==> config.mk <==
export PLATFORM = sky130hd
export DESIGN_NAME = map_matrix_engine
export DESIGN_NICKNAME = d
export VERILOG_FILES = /design/src/rtl/map_matrix_engine.sv
export SDC_FILE = /design/constraint.sdc
export NUM_CORES = 1
export LEC_CHECK = 0
export ABC_AREA = 1
export ABC_CLOCK_PERIOD_IN_PS = 6220
export BUFFER_PORTS_ARGS = -buffer_cell sky130_fd_sc_hd__buf_2
export CAP_MARGIN = 15
export CORE_UTILIZATION = 61
export CTS_CLUSTER_SIZE = 10
export DETAILED_ROUTE_END_ITERATION = 8
export HOLD_SLACK_MARGIN = 0.08
export MAX_ROUTING_LAYER = met4
export PLACE_DENSITY_LB_ADDON = 0.08
export SETUP_SLACK_MARGIN = 0.2
export SYNTH_ARGS = -nofsm -noshare
export SYNTH_HDL_FRONTEND = slang
export SYNTH_SLANG_ARGS = --single-unit
export TNS_END_PERCENT = 1
==> constraint.sdc <==
create_clock -name clock -period 6.22 [get_ports clock]
set_input_delay 0.311 -clock clock [delete_from_list [all_inputs] [get_ports clock]]
set_output_delay 0.311 -clock clock [all_outputs]
set_load 0.02 [all_outputs]
==> src/rtl/map_matrix_engine.sv <==
// Battleship-style shot engine over a COLS x ROWS ship map, with a multiplexed
// row-scanned LED matrix output that reveals hits, blinks misses and shows the full map at game end.
module map_matrix_engine #(
  parameter int  COLS         = 5,
  parameter int  ROWS         = 7,
  parameter int  SCAN_DIV     = 1000,
  parameter int  BLINK_FRAMES = 25,
  localparam int CELLS        = COLS * ROWS,
  localparam int CW           = (COLS > 1) ? $clog2(COLS) : 1,
  localparam int RW           = (ROWS > 1) ? $clog2(ROWS) : 1,
  localparam int SW           = $clog2(CELLS + 1)
) (
  input  logic             clock,
  input  logic             reset,
  input  logic             load,
  input  logic [CELLS-1:0] map_data,
  input  logic             shot_valid,
  input  logic [CW-1:0]    shot_col,
  input  logic [RW-1:0]    shot_row,
  output logic             shot_ready,
  output logic             result_valid,
  output logic             result_hit,
  output logic             result_repeat,
  output logic [SW-1:0]    ships_left,
  output logic             game_over,
  output logic [ROWS-1:0]  row_sel,
  output logic [COLS-1:0]  col_data
);

  localparam int IW = (CELLS > 1) ? $clog2(CELLS) : 1;
  localparam int DW = $clog2(SCAN_DIV);
  localparam int FW = (BLINK_FRAMES > 1) ? $clog2(BLINK_FRAMES) : 1;

  localparam logic [1:0] EMPTY = 2'd0;
  localparam logic [1:0] PLAY  = 2'd1;
  localparam logic [1:0] CHECK = 2'd2;
  localparam logic [1:0] OVER  = 2'd3;

  logic [1:0]       state;
  logic [CELLS-1:0] ship;
  logic [CELLS-1:0] shot;
  logic [CW-1:0]    col_q;
  logic [RW-1:0]    row_q;
  logic             accept;
  logic             in_range;
  logic [IW-1:0]    cell_idx;
  logic             hit_bit;
  logic             old_shot;
  logic [SW-1:0]    load_count;

  function automatic logic [SW-1:0] popcount(input logic [CELLS-1:0] v);
    logic [SW-1:0] n;
    n = '0;
    for (int i = 0; i < CELLS; i++) n = n + SW'(v[i]);
    return n;
  endfunction

  assign load_count = popcount(map_data);
  assign shot_ready = (state == PLAY) && !load;
  assign accept     = shot_valid && shot_ready;
  assign game_over  = (state == OVER);

  assign in_range = (32'(col_q) < COLS) && (32'(row_q) < ROWS);
  assign cell_idx = in_range ? IW'(32'(col_q) * ROWS + 32'(row_q)) : '0;
  // Out-of-range coordinates look like an already-shot empty cell.
  assign hit_bit  = in_range && ship[cell_idx];
  assign old_shot = !in_range || shot[cell_idx];

  // A load or reset during the check cycle cancels the pending result.
  assign result_valid  = (state == CHECK) && !load && !reset;
  assign result_hit    = result_valid && hit_bit;
  assign result_repeat = result_valid && old_shot;

  // Stage p0: accepted shot coordinates
  always_ff @(posedge clock) begin
    if (accept) begin
      col_q <= shot_col;
      row_q <= shot_row;
    end
  end

  // Stage p1: game state update
  always_ff @(posedge clock) begin
    if (reset) begin
      state      <= EMPTY;
      ship       <= '0;
      shot       <= '0;
      ships_left <= '0;
    end else if (load) begin
      ship       <= map_data;
      shot       <= '0;
      ships_left <= load_count;
      state      <= (load_count == '0) ? OVER : PLAY;
    end else begin
      case (state)
        PLAY: if (accept) state <= CHECK;
        CHECK: begin
          state <= PLAY;
          if (in_range) begin
            shot[cell_idx] <= 1'b1;
            if (hit_bit && !old_shot) begin
              ships_left <= ships_left - SW'(1);
              if (ships_left == SW'(1)) state <= OVER;
            end
          end
        end
        default: state <= state;
      endcase
    end
  end

  logic [DW-1:0]   div;
  logic [RW-1:0]   row_idx;
  logic [FW-1:0]   frame_cnt;
  logic            blink;
  logic            div_wrap;
  logic            row_wrap;
  logic [COLS-1:0] pix;
  logic [IW-1:0]   pidx;

  assign div_wrap = (div == DW'(SCAN_DIV - 1));
  assign row_wrap = div_wrap && (row_idx == RW'(ROWS - 1));

  always_ff @(posedge clock) begin
    if (reset) begin
      div       <= '0;
      row_idx   <= '0;
      frame_cnt <= '0;
      blink     <= 1'b0;
    end else begin
      div <= div_wrap ? '0 : div + DW'(1);
      if (div_wrap) row_idx <= row_wrap ? '0 : row_idx + RW'(1);
      if (row_wrap) begin
        if (frame_cnt == FW'(BLINK_FRAMES - 1)) begin
          frame_cnt <= '0;
          blink     <= ~blink;
        end else begin
          frame_cnt <= frame_cnt + FW'(1);
        end
      end
    end
  end

  always_comb begin
    pix  = '0;
    pidx = '0;
    for (int c = 0; c < COLS; c++) begin
      pidx = IW'(c * ROWS + 32'(row_idx));
      if (state == OVER)  pix[c] = ship[pidx];
      else if (shot[pidx]) pix[c] = ship[pidx] ? 1'b1 : blink;
      else                 pix[c] = 1'b0;
    end
  end

  // Stage p2: registered matrix drive, stable for the whole row period
  always_ff @(posedge clock) begin
    if (reset) begin
      row_sel  <= ROWS'(1);
      col_data <= '0;
    end else begin
      row_sel  <= ROWS'(1) << row_idx;
      col_data <= pix;
    end
  end

endmodule

# ---- Word level (Yosys, flattened, before mapping)
# Index checks and enable logic that the tools add are counted.
# Widths: inputs -> output; s select.
dict set report op_classes {
  bitwise 2
  multipliers 1
  muxes 55
  eq_ne 8
  order_cmp 9
  add_sub_neg 43
  n_shift 1
  reduce_logical 27
}
# operator n
set ops {}
lappend ops {{$add 6x1->6} 29}
lappend ops {{$bmux 1 s6} 10}
lappend ops {{$or 35x35->35} 1}
lappend ops {{$mux 6} 5}
lappend ops {{$mux 1} 28}
lappend ops {{$lt 6x7->1 const B} 3}
lappend ops {{$add 5x3->6 const A} 2}
lappend ops {{$mux 2} 6}
lappend ops {{$logic_and 1x1->1} 11}
lappend ops {{$add 10x1->10 const B} 1}
lappend ops {{$eq 10x10->1 const B} 1}
lappend ops {{$lt 3x7->1 const B} 1}
lappend ops {{$lt 4x7->1 const B} 1}
lappend ops {{$lt 5x7->1 const B} 1}
lappend ops {{$shl 1x3->7 const A} 1}
lappend ops {{$add 5x1->6} 1}
lappend ops {{$add 6x3->6} 1}
lappend ops {{$bmux 1 s3} 2}
lappend ops {{$demux 1 s6} 1}
lappend ops {{$eq 6x1->1 const B} 1}
lappend ops {{$ge 6x1->1 const B} 1}
lappend ops {{$logic_not 6->1} 1}
lappend ops {{$lt 3x3->1 const B} 2}
lappend ops {{$mul 3x3->6 const B} 1}
lappend ops {{25 further kinds} 34}
dict set report word_totals {
  ff_bits 115
  in_bits 45
  output_inout_bits 23
  elab_cells 158
}

# ---- Longest topological paths before layout
# Gate-level depths: netlist (run 1).
dict set report logic_depth {
  depth_word 37
  ltp_mapped 23
  ltp_nobuf 23
}

# ---- Worst setup path before layout (run 1)
# OpenSTA, ideal clock, no wires.
dict set report synth_path {
  path_kind {input-to-reg}
  startpoint {input map_data[11]}
  endpoint {register state[1]}
  slack_ns 1.400
  arrival_time_ns 4.708
  path_buffers 0
  path_stages 19
  required_ns 6.108
  path_cell_list {inv_1 > fa_1 > inv_1 > fa_1 > inv_1 > fa_1 > fa_1 > fa_1 > fa_1 > inv_1 > fa_1 > inv_1 > fa_1 > nand2_1 > nor3_1 > a41oi_1 > o21ai_0 > nand2_1 > nand2_1}
}
dict set report synth_via {
  elab_chain_len 27
}
# element line
set synth_lines {}
lappend synth_lines {{start, declared} 16} ;# input logic [CELLS-1:0] map_data,
lappend synth_lines {{$add 6x1->6 (24 in a row)} 54} ;# for (int i = 0; i < CELLS; i++) n = n + SW'(v[i]);
lappend synth_lines {{$logic_not 6->1} 93} ;# state <= (load_count == '0) ? OVER : PLAY;
lappend synth_lines {{$mux 2} 93}
lappend synth_lines {{$mux 2} 89} ;# end else if (load) begin
lappend synth_lines {{end signal, assigned} 93}
lappend synth_lines {{end signal, assigned} 107} ;# default: state <= state;
lappend synth_lines {{end, declared} 39} ;# logic [1:0] state;
# Every way passes these cells.
# A chain may end at the register's enable or synchronous reset.

# ---- Worst setup path in the final report (run 1)
dict set report layout_path {
  startpoint {register col_q[0]}
  endpoint {output result_hit}
}
dict set report layout_via {
  elab_chain_len 7
  word_cells_on_any_way 9
  cone_classes {add/sub (1); mul (1); order compare (1); mux (3); reduce/logical (3)}
}
# element line
set layout_lines {}
lappend layout_lines {{start, declared} 42} ;# logic [CW-1:0] col_q;
lappend layout_lines {{start signal, assigned} 77} ;# col_q <= shot_col;
lappend layout_lines {{$mul 3x3->6 / $lt 3x3->1 (equally long branches)} {64, 63}}
lappend layout_lines {{$add 6x3->6 / $logic_and 1x1->1 (equally long branches)} {64, 63}}
lappend layout_lines {{$mux 6} 64} ;# assign cell_idx = in_range ? IW'(32'(col_q) * ROWS + 32'(row_q)) : '0;
lappend layout_lines {{$bmux 1 s6} 66} ;# assign hit_bit = in_range && ship[cell_idx];
lappend layout_lines {{$mux 1 (not written as such)} 66}
lappend layout_lines {{$logic_and 1x1->1 *} 66}
lappend layout_lines {{$logic_and 1x1->1 *} 71} ;# assign result_hit = result_valid && hit_bit;
lappend layout_lines {{end, declared} 22} ;# output logic result_hit,
# Mark *: on every way between the ends. The rest lies on a longest branch, timed or not. The select of a mux whose other input is x is not followed.

==> results.md, run 1 <==
* Peak Freq at about 200 MHz
* Reg-to-reg critical path startpoint: col_q[0]
* Dominant cells by area after synthesis: dfxtp_1 (29%), inv_1 (8.7%), nand2_1 (8.3%), fa_1 (8.2%), a21oi_1 (8.0%)
* I/O Buffers at 67
* Sequential area share after synthesis at approximately 31%
* DRT iter0 DRCs at roughly 1000
* Yosys cell types at between 40 and 50
* Nets at ~1200
* Worst Path Required at approximately 6 ns
* Cell Pwr Density at roughly 320 nW/µm²
* Worst-Margin Slew at around 1.2 ns
* R2R depth at 17
* Largest net degree at the start of global routing at 73
* Worst IR Drop VDD at about 0.0005 V
* WS Path Type: reg -> out
* Final Non-Filler Cells at around 1300
* Wire length per cell at approximately 17 µm
* Reg2reg end: ships_left[1]
* Root buf cell: clkbuf_16
* Final ANT Viol Nets at 0
* Die area at 12800 µm²
* HPWL after detailed placement at between 15000 and 20000 µm
* Via Count at around 7600
* DP Worst Slack at between 1 and 1.5 ns
* Asr flop ratio synth at 0%
* Total gr overflow at 0
* CTS Buffer Depth at 2
* Fin crit period at 5.05 ns
* CP arrival at about 4.7 ns
* Post-synth top cells: inv_1 (174), nand2_1 (167), a21oi_1 (121)
* Worst setup path endpoint: result_hit
* Slowest stage delay, CP at about 0.94 ns
* Synthesis-to-finish area growth at 13.0%
* Max-slew violations at 0
* Synth area leader: dfxtp_1
* DRT Pass-1 Iters at 6
* CTS Sinks at around 120
* Period Utilization, post-route at between 80% and 90%
* GR Util met1 at a little under half
* Worst Hold Class: in -> reg
* Share of post-route cells with drive strength above 1 at a little under an eighth
* Ys flop type: dfxtp_1
* Most frequent cell after synthesis: inv_1
* Yosys reg bits at ~120
* Unrepaired setup endpoints after global routing: no
* Core ar. at ~12000 µm²
* TritonCTS Buffers at 17
* Number of synthesized flops with an enable pin at 6
* Io pins at 68
* GRT met3 Usage at under 10%
* Min Hold Slack at ~0.15 ns
* Final hold viol count at 0
* Setup TNS at 0 ns
* Synth top area share at ~29%
* Final setup margin at around 1.2 ns
* RePlAce Congestion at between 0.9 and 1
* Crit-path slowest cell: nor2_1
* Clock slew at reported path FFs at ~0.050 ns
* Post CTS Setup Buffer Count at 0
* Average cell area after synthesis at between 7 and 8 µm²
* Number of vias per cell at 5.92
* Hold depth at 3
* Global-route wire length before repair at around 35000 µm
* Layer with the highest usage: met2
* GR Util met2 at 56.0%
* Chip width at roughly 110 µm
* Routed WL at ~21000 µm
* Flop-to-flop setup slack at between 1.5 and 2 ns
* Synth Cell Area at ~7500 µm²
* Chip Height at about 110 µm
* Placed Instances at about 1200
* Initial Util at 62.8%
* Cell chain of the critical path: fa_1 -> inv_1 -> fa_1 -> fa_1 -> inv_1 -> nor2_1 -> nand3_1 -> nand2_1 -> nand2_1 -> nand2_1 -> nand3_1 -> nor4_1 -> buf_2
* Worst setup SP type: register
* Initial antenna violation count at 0
* Row cnt at 40
* Critical path endpoint category: output pin
* Vias in the first global route at 7037
* Warnings, synthesis at 0
* CTS tree: done
* Ant. Diodes at 0
* Post-synthesis cell count at 1070
* Setup violations, final at 0
* Remaining DRCs at 0
* Max-slew headroom at approximately 18%
* CTS HTree Levels at 4
* Status: completed
* Later-pin clock latency in the skew report at roughly 0.42 ns
* P_leak at 0.00377 µW
* Clk_skew at ~0.0068 ns
* GRT Total Usage at 36.6%
* MaxCap Viol Count at 0
* Final Power at between 2000 and 3000 µW
* Worst Setup SP: col_q[0]
* Crit path max fanout at 11
* Syn_nets at about 1200
## flip-flops by register name, indices dropped and copies added (netlist names)
name / cells
blink: 1
col_q: 3
ships_left: 6
row_idx: 3
shot: 35
row_sel: 7
ship: 35
row_q: 3
frame_cnt: 5
div: 10
state: 2
col_data: 5
## cells by family (layout without fill, tap and decap cells)
group	after synthesis	after routing	synth area share, %
AND/OR/NAND/NOR	380	380	22.7
XOR/XNOR	11	11	1.28
adder cells (fa/ha/maj)	62	62	13.4
AO/OA/AOI/OAI	270	270	19.6
buffers and inverters	232	295	11.7
flip-flops	115	115	31.3
## critical path: cells and delay by family, from the launching register on
kind,cells,cell delay (ns)
adders and majority gates,3,1.68
buffers and inverters,3,0.36
DFF,1,0.51
and+or+nand+nor,7,1.74
## power breakdown
part / internal, µW / switching (µW) / total [µW]
logic: 416 / 627 / 1040
registers: 779 / 36.5 / 815
clock network: 565 / 346 / 910
total: 1760 / 1010 / 2770
## layout by cell type (no fill, tap or decap), types with 17 or more instances in the layout
cell         n
a21oi_1    121
buf_2       67
clkbuf_16   17
dfxtp_1    108
fa_1        31
ha_1        31
inv_1      174
nand2_1    167
nand3_1     57
nand4_1     29
nor2_1      92
o21ai_0    103
## per-stage QoR
step | area [µm²] | util [%]
after CTS | 8530 | 71.0
after detailed placement | 7920 | 65.9
after global placement | 7920 | 65.9
final | 8530 | 71.0
after global routing | 8530 | 71.0
after floorplan | 7550 | -
## routing by layer
metal	share of wire (%)	vias to the layer above
met4	4.2	0
met1	41	3392
met3	10	96
met2	44	471
met5	0	-
li1	-	3613
## area by class of cell
type	instances	area [µm²]
Inverter	183	687
Sequential cell	115	2360
Clock buffer	22	464
Clock inverter	10	83.8
Fill cell	1036	3480
Tap cell	147	184
Timing Repair Buffer	80	448
Multi-Input combinational cell	723	4300
## worst min path at each step
stage,start,to,slack [ns]
after global routing,map_data[16],ship[16],0.17
after CTS,map_data[30],ship[30],0.15
final,map_data[30],ship[30],0.15
after global placement,div[0],div[0],0.43
after floorplan,shot_col[0],col_q[0],0.41
after detailed placement,div[0],div[0],0.45
## what timing repair did
action                                  4_1_cts  5_1_grt
hold endpoints to repair                      6        0
endpoints found under the setup margin        0        0
resized for setup                             0        0
hold buffers                                  6        0
(Power assumes the default switching activity.)
==> run 2: changes to the inputs <==
--- a/config.mk
+++ b/config.mk
@@ -6,10 +6,10 @@
 export NUM_CORES = 1
 export LEC_CHECK = 0
 export ABC_AREA = 1
-export ABC_CLOCK_PERIOD_IN_PS = 6220
+export ABC_CLOCK_PERIOD_IN_PS = 4400
 export BUFFER_PORTS_ARGS = -buffer_cell sky130_fd_sc_hd__buf_2
 export CAP_MARGIN = 15
-export CORE_UTILIZATION = 61
+export CORE_UTILIZATION = 55
 export CTS_CLUSTER_SIZE = 10
 export DETAILED_ROUTE_END_ITERATION = 8
 export HOLD_SLACK_MARGIN = 0.08
==> constraint.sdc (replaced) <==
create_clock -name clock -period 4.4 [get_ports clock]
set_input_delay 0.22 -clock clock [delete_from_list [all_inputs] [get_ports clock]]
set_output_delay 0.22 -clock clock [all_outputs]
set_load 0.02 [all_outputs]
==> run 2 against run 1 <==
  * The flow now finishes with violations (negative setup slack)
  * Clock skew increased by 0.0065 ns
  * Clock-buffer cell count decreased by 2
  * Core utilization decreased by 2.5 points
  * Clock power increased by 73%
  * Design area increased by 6.8%
  * Die area increased by 11%
  * Final cell count increased by 5.3%
  * Sequential power increased by 41%
  * Worst setup slack got worse by 1.2 ns
  * Critical endpoint is now state[1]
  * Largest power group unchanged
  * Highest routed layer unchanged
==> results.md, run 2 (synthesized netlist as in run 1, its figures left out) <==
* Status: finished with violations
* Failing checks: negative setup slack
* Cell chain of the critical path: buf_6 -> inv_2 -> fa_1 -> inv_2 -> fa_1 -> inv_1 -> fa_1 -> fa_1 -> fa_1 -> fa_1 -> inv_2 -> fa_2 -> inv_2 -> fa_2 -> nand2_2 -> nor3_2 -> a41oi_2 -> o21ai_1 -> nand2_1 -> nand2_1
* Critical path endpoint category: register
* Later-pin clock latency in the skew report at 0.44 ns (+0.02 ns)
* Final hold viol count at 0 (unchanged)
* Row cnt at 42 (+5.0%)
* Ant. Diodes at 0 (unchanged)
* Crit path max-delay family: adder cells
* Sw frac at 35.9% (-0.59 points)
* Unrepaired setup endpoints after global routing: yes
* CTS Sinks at 115 (unchanged)
* Max-slew headroom at 36.7% (+19 points)
* Met2 wire len at 10500 µm (+11%)
* DRT iter0 DRCs at 1049 (+3.5%)
* Commonest cells after routing, fill and taps aside: inv_1 (166), nand2_1 (166), a21oi_1 (120)
* DRT Pass-1 Iters at 7 (+1)
* Final setup margin at -0.0691 ns (-1.24 ns)
* Slowest stage delay, CP at 0.54 ns (-0.40 ns)
* CTS HTree Levels at 4 (unchanged)
* RePlAce Congestion at 0.934 (-0.51%)
* Die area at 14200 µm² (+11%)
* Worst Path Required at 4.73 ns (-1.18 ns)
* DP Worst Slack at -0.554 ns (-1.68 ns)
* Clk_skew at 0.0133 ns (+0.00652 ns)
* Worst Hold Class: in -> reg
* Total gr overflow at 0 (unchanged)
* GRT Total Usage at 35.1% (-1.4 points)
* Core ar. at 13300 µm² (+11%)
* Crit path max fanout at 2 (-9)
* Setup violations, final at 2 (+2)
* Global-route wire length before repair at 37100 µm (+6.1%)
* Io pins at 68 (unchanged)
* Wire length per cell at 17.2 µm (+2.7%)
* Initial antenna violation count at 0 (unchanged)
* WS Path Type: in -> reg
* TritonCTS Buffers at 17 (unchanged)
* Switching pwr at 1670 µW (+66%)
* Hold depth at 3 (unchanged)
* CP arrival at 4.80 ns (+0.06 ns)
* Chip Height at 119 µm (+5.2%)
* Crit path buf inv count at 6 (+3)
* Clock slew at reported path FFs at 0.06 ns (about the same)
* Worst setup SP type: input pin
* Share of post-route cells with drive strength above 1 at 16.8% (+5.3 points)
* WP depth at 20 (+7)
* Period Utilization, post-route at 102%
* CP most frequent cell: fa_1
* Largest net degree at the start of global routing at 66 (-9.6%)
* HPWL after detailed placement at 16100 µm (+7.1%)
* Nets at 1266 (+3.2%)
* Chip width at 119 µm (+5.2%)
* Sequential Power Share at 24.7% (-4.7 points)
* Max Used Layer: met4
* CTS tree: done
* Routed WL at 23200 µm (+8.2%)
* DRT met1 WL at 9720 µm (+9.8%)
* Via Count at 7716 (+1.9%)
* Synthesis-to-finish area growth at 20.7%
* Logic pwr share at 41.6% (+3.9 points)
* Top flop regs: ship: 35 flops, shot: 35 flops, div: 10 flops
* Worst IR Drop VDD at 0.000762 V (+57%)
* Int Power at 2990 µW (+70%)
* Root buf cell: clkbuf_16
* Initial Util at 56.8% (-6.1 points)
* I/O Buffers at 67 (unchanged)
* Crit-path slowest cell: fa_1
* Peak Freq at roughly 220 MHz
* Final ANT Viol Nets at 0 (unchanged)
* Clock power frac at 33.6% (+0.7 points)
* Worst-Margin Slew at 0.942 ns (-0.289 ns)
* Fin crit period at roughly 4.5 ns
* Remaining DRCs at 0 (unchanged)
* Max-slew violations at 0 (unchanged)
* R2R depth at 18 (+1)
* MaxCap Viol Count at 0 (unchanged)
* CTS Buffer Depth at 2 (unchanged)
* Vias in the first global route at 7223 (+2.6%)
* Metal3 WL at 2020 µm (-6.3%)
* Cell Pwr Density at 512 nW/µm² (+58%)
* Final Util at 68.5% (-2.5 points)
* Final Power at 4660 µW (+68%)
* Number of vias per cell at 5.72 (-3.2%)
* P_leak at 0.00402 µW (+6.5%)
* FILL cells at 1171 (+13%)
[run 2: through the flow]
step | hold slack [ns] | TNS, ns | cell area (µm²) | cells
detailed placement | 0.399 | -2.59 | 8220 | 1306
finish | 0.0850 | -0.0872 | 9110 | 1348
global placement | 0.403 | -2.11 | 8220 | 1306
CTS | 0.0915 | -0.0632 | 9040 | 1347
global route | 0.0921 | -0.752 | 9110 | 1348
floorplan | 0.319 | -0.565 | 7550 | 1070
[run 2: power groups by stage]
stage          registers, µW  clock network, µW  logic (µW)
6_report                1150               1570        1940
5_1_grt                 1160               1610        2170
4_1_cts                 1150               1570        1790
3_5_place_dp            1170                  0        1680
3_3_place_gp            1170                  0        1640
2_1_floorplan           1180                  0        1150
[run 2: final cells by class]
cell class | count | area [µm²] | share of cell area [%]
flip-flops and latches | 115 | 2360 | 25.9
repair buffers | 119 | 767 | 8.42
well taps | 176 | 220 | 2.42
inverters | 183 | 687 | 7.54
multi-input cells | 723 | 4410 | 48.5
clock buffers | 20 | 457 | 5.01
clock inverters | 12 | 201 | 2.21
[run 2: repair_timing]
item | 4_1_cts | 5_1_grt
hold buffers | 9 | 0
buffers inserted | 0 | 1
pin swaps | 12 | 11
endpoints found under the setup margin | 8 | 8
resized for setup | 20 | 18
endpoints found under the hold margin | 9 | 0
[run 2: layer usage]
layer	vias to the layer above	GRT usage, %
met5	-	-
met3	70	6.47
met2	413	53.9
met4	0	17.3
li1	3696	-
met1	3537	44.5
[run 2: final timing paths]
check	startpoint	slack, ns	to
worst min-delay path	map_data[2]	0.08	ship[2]
worst max-delay path	map_data[11]	-0.07	state[1]
worst min register to register	div[0]	0.45	div[0]
worst max register to register	col_q[2]	0.45	ships_left[1]
[run 2: tightest hold or removal path, cell delays in order]
cell and delay [ns]:
buf_2 0.11, nor2_1 0.06, nor2_1 0.09
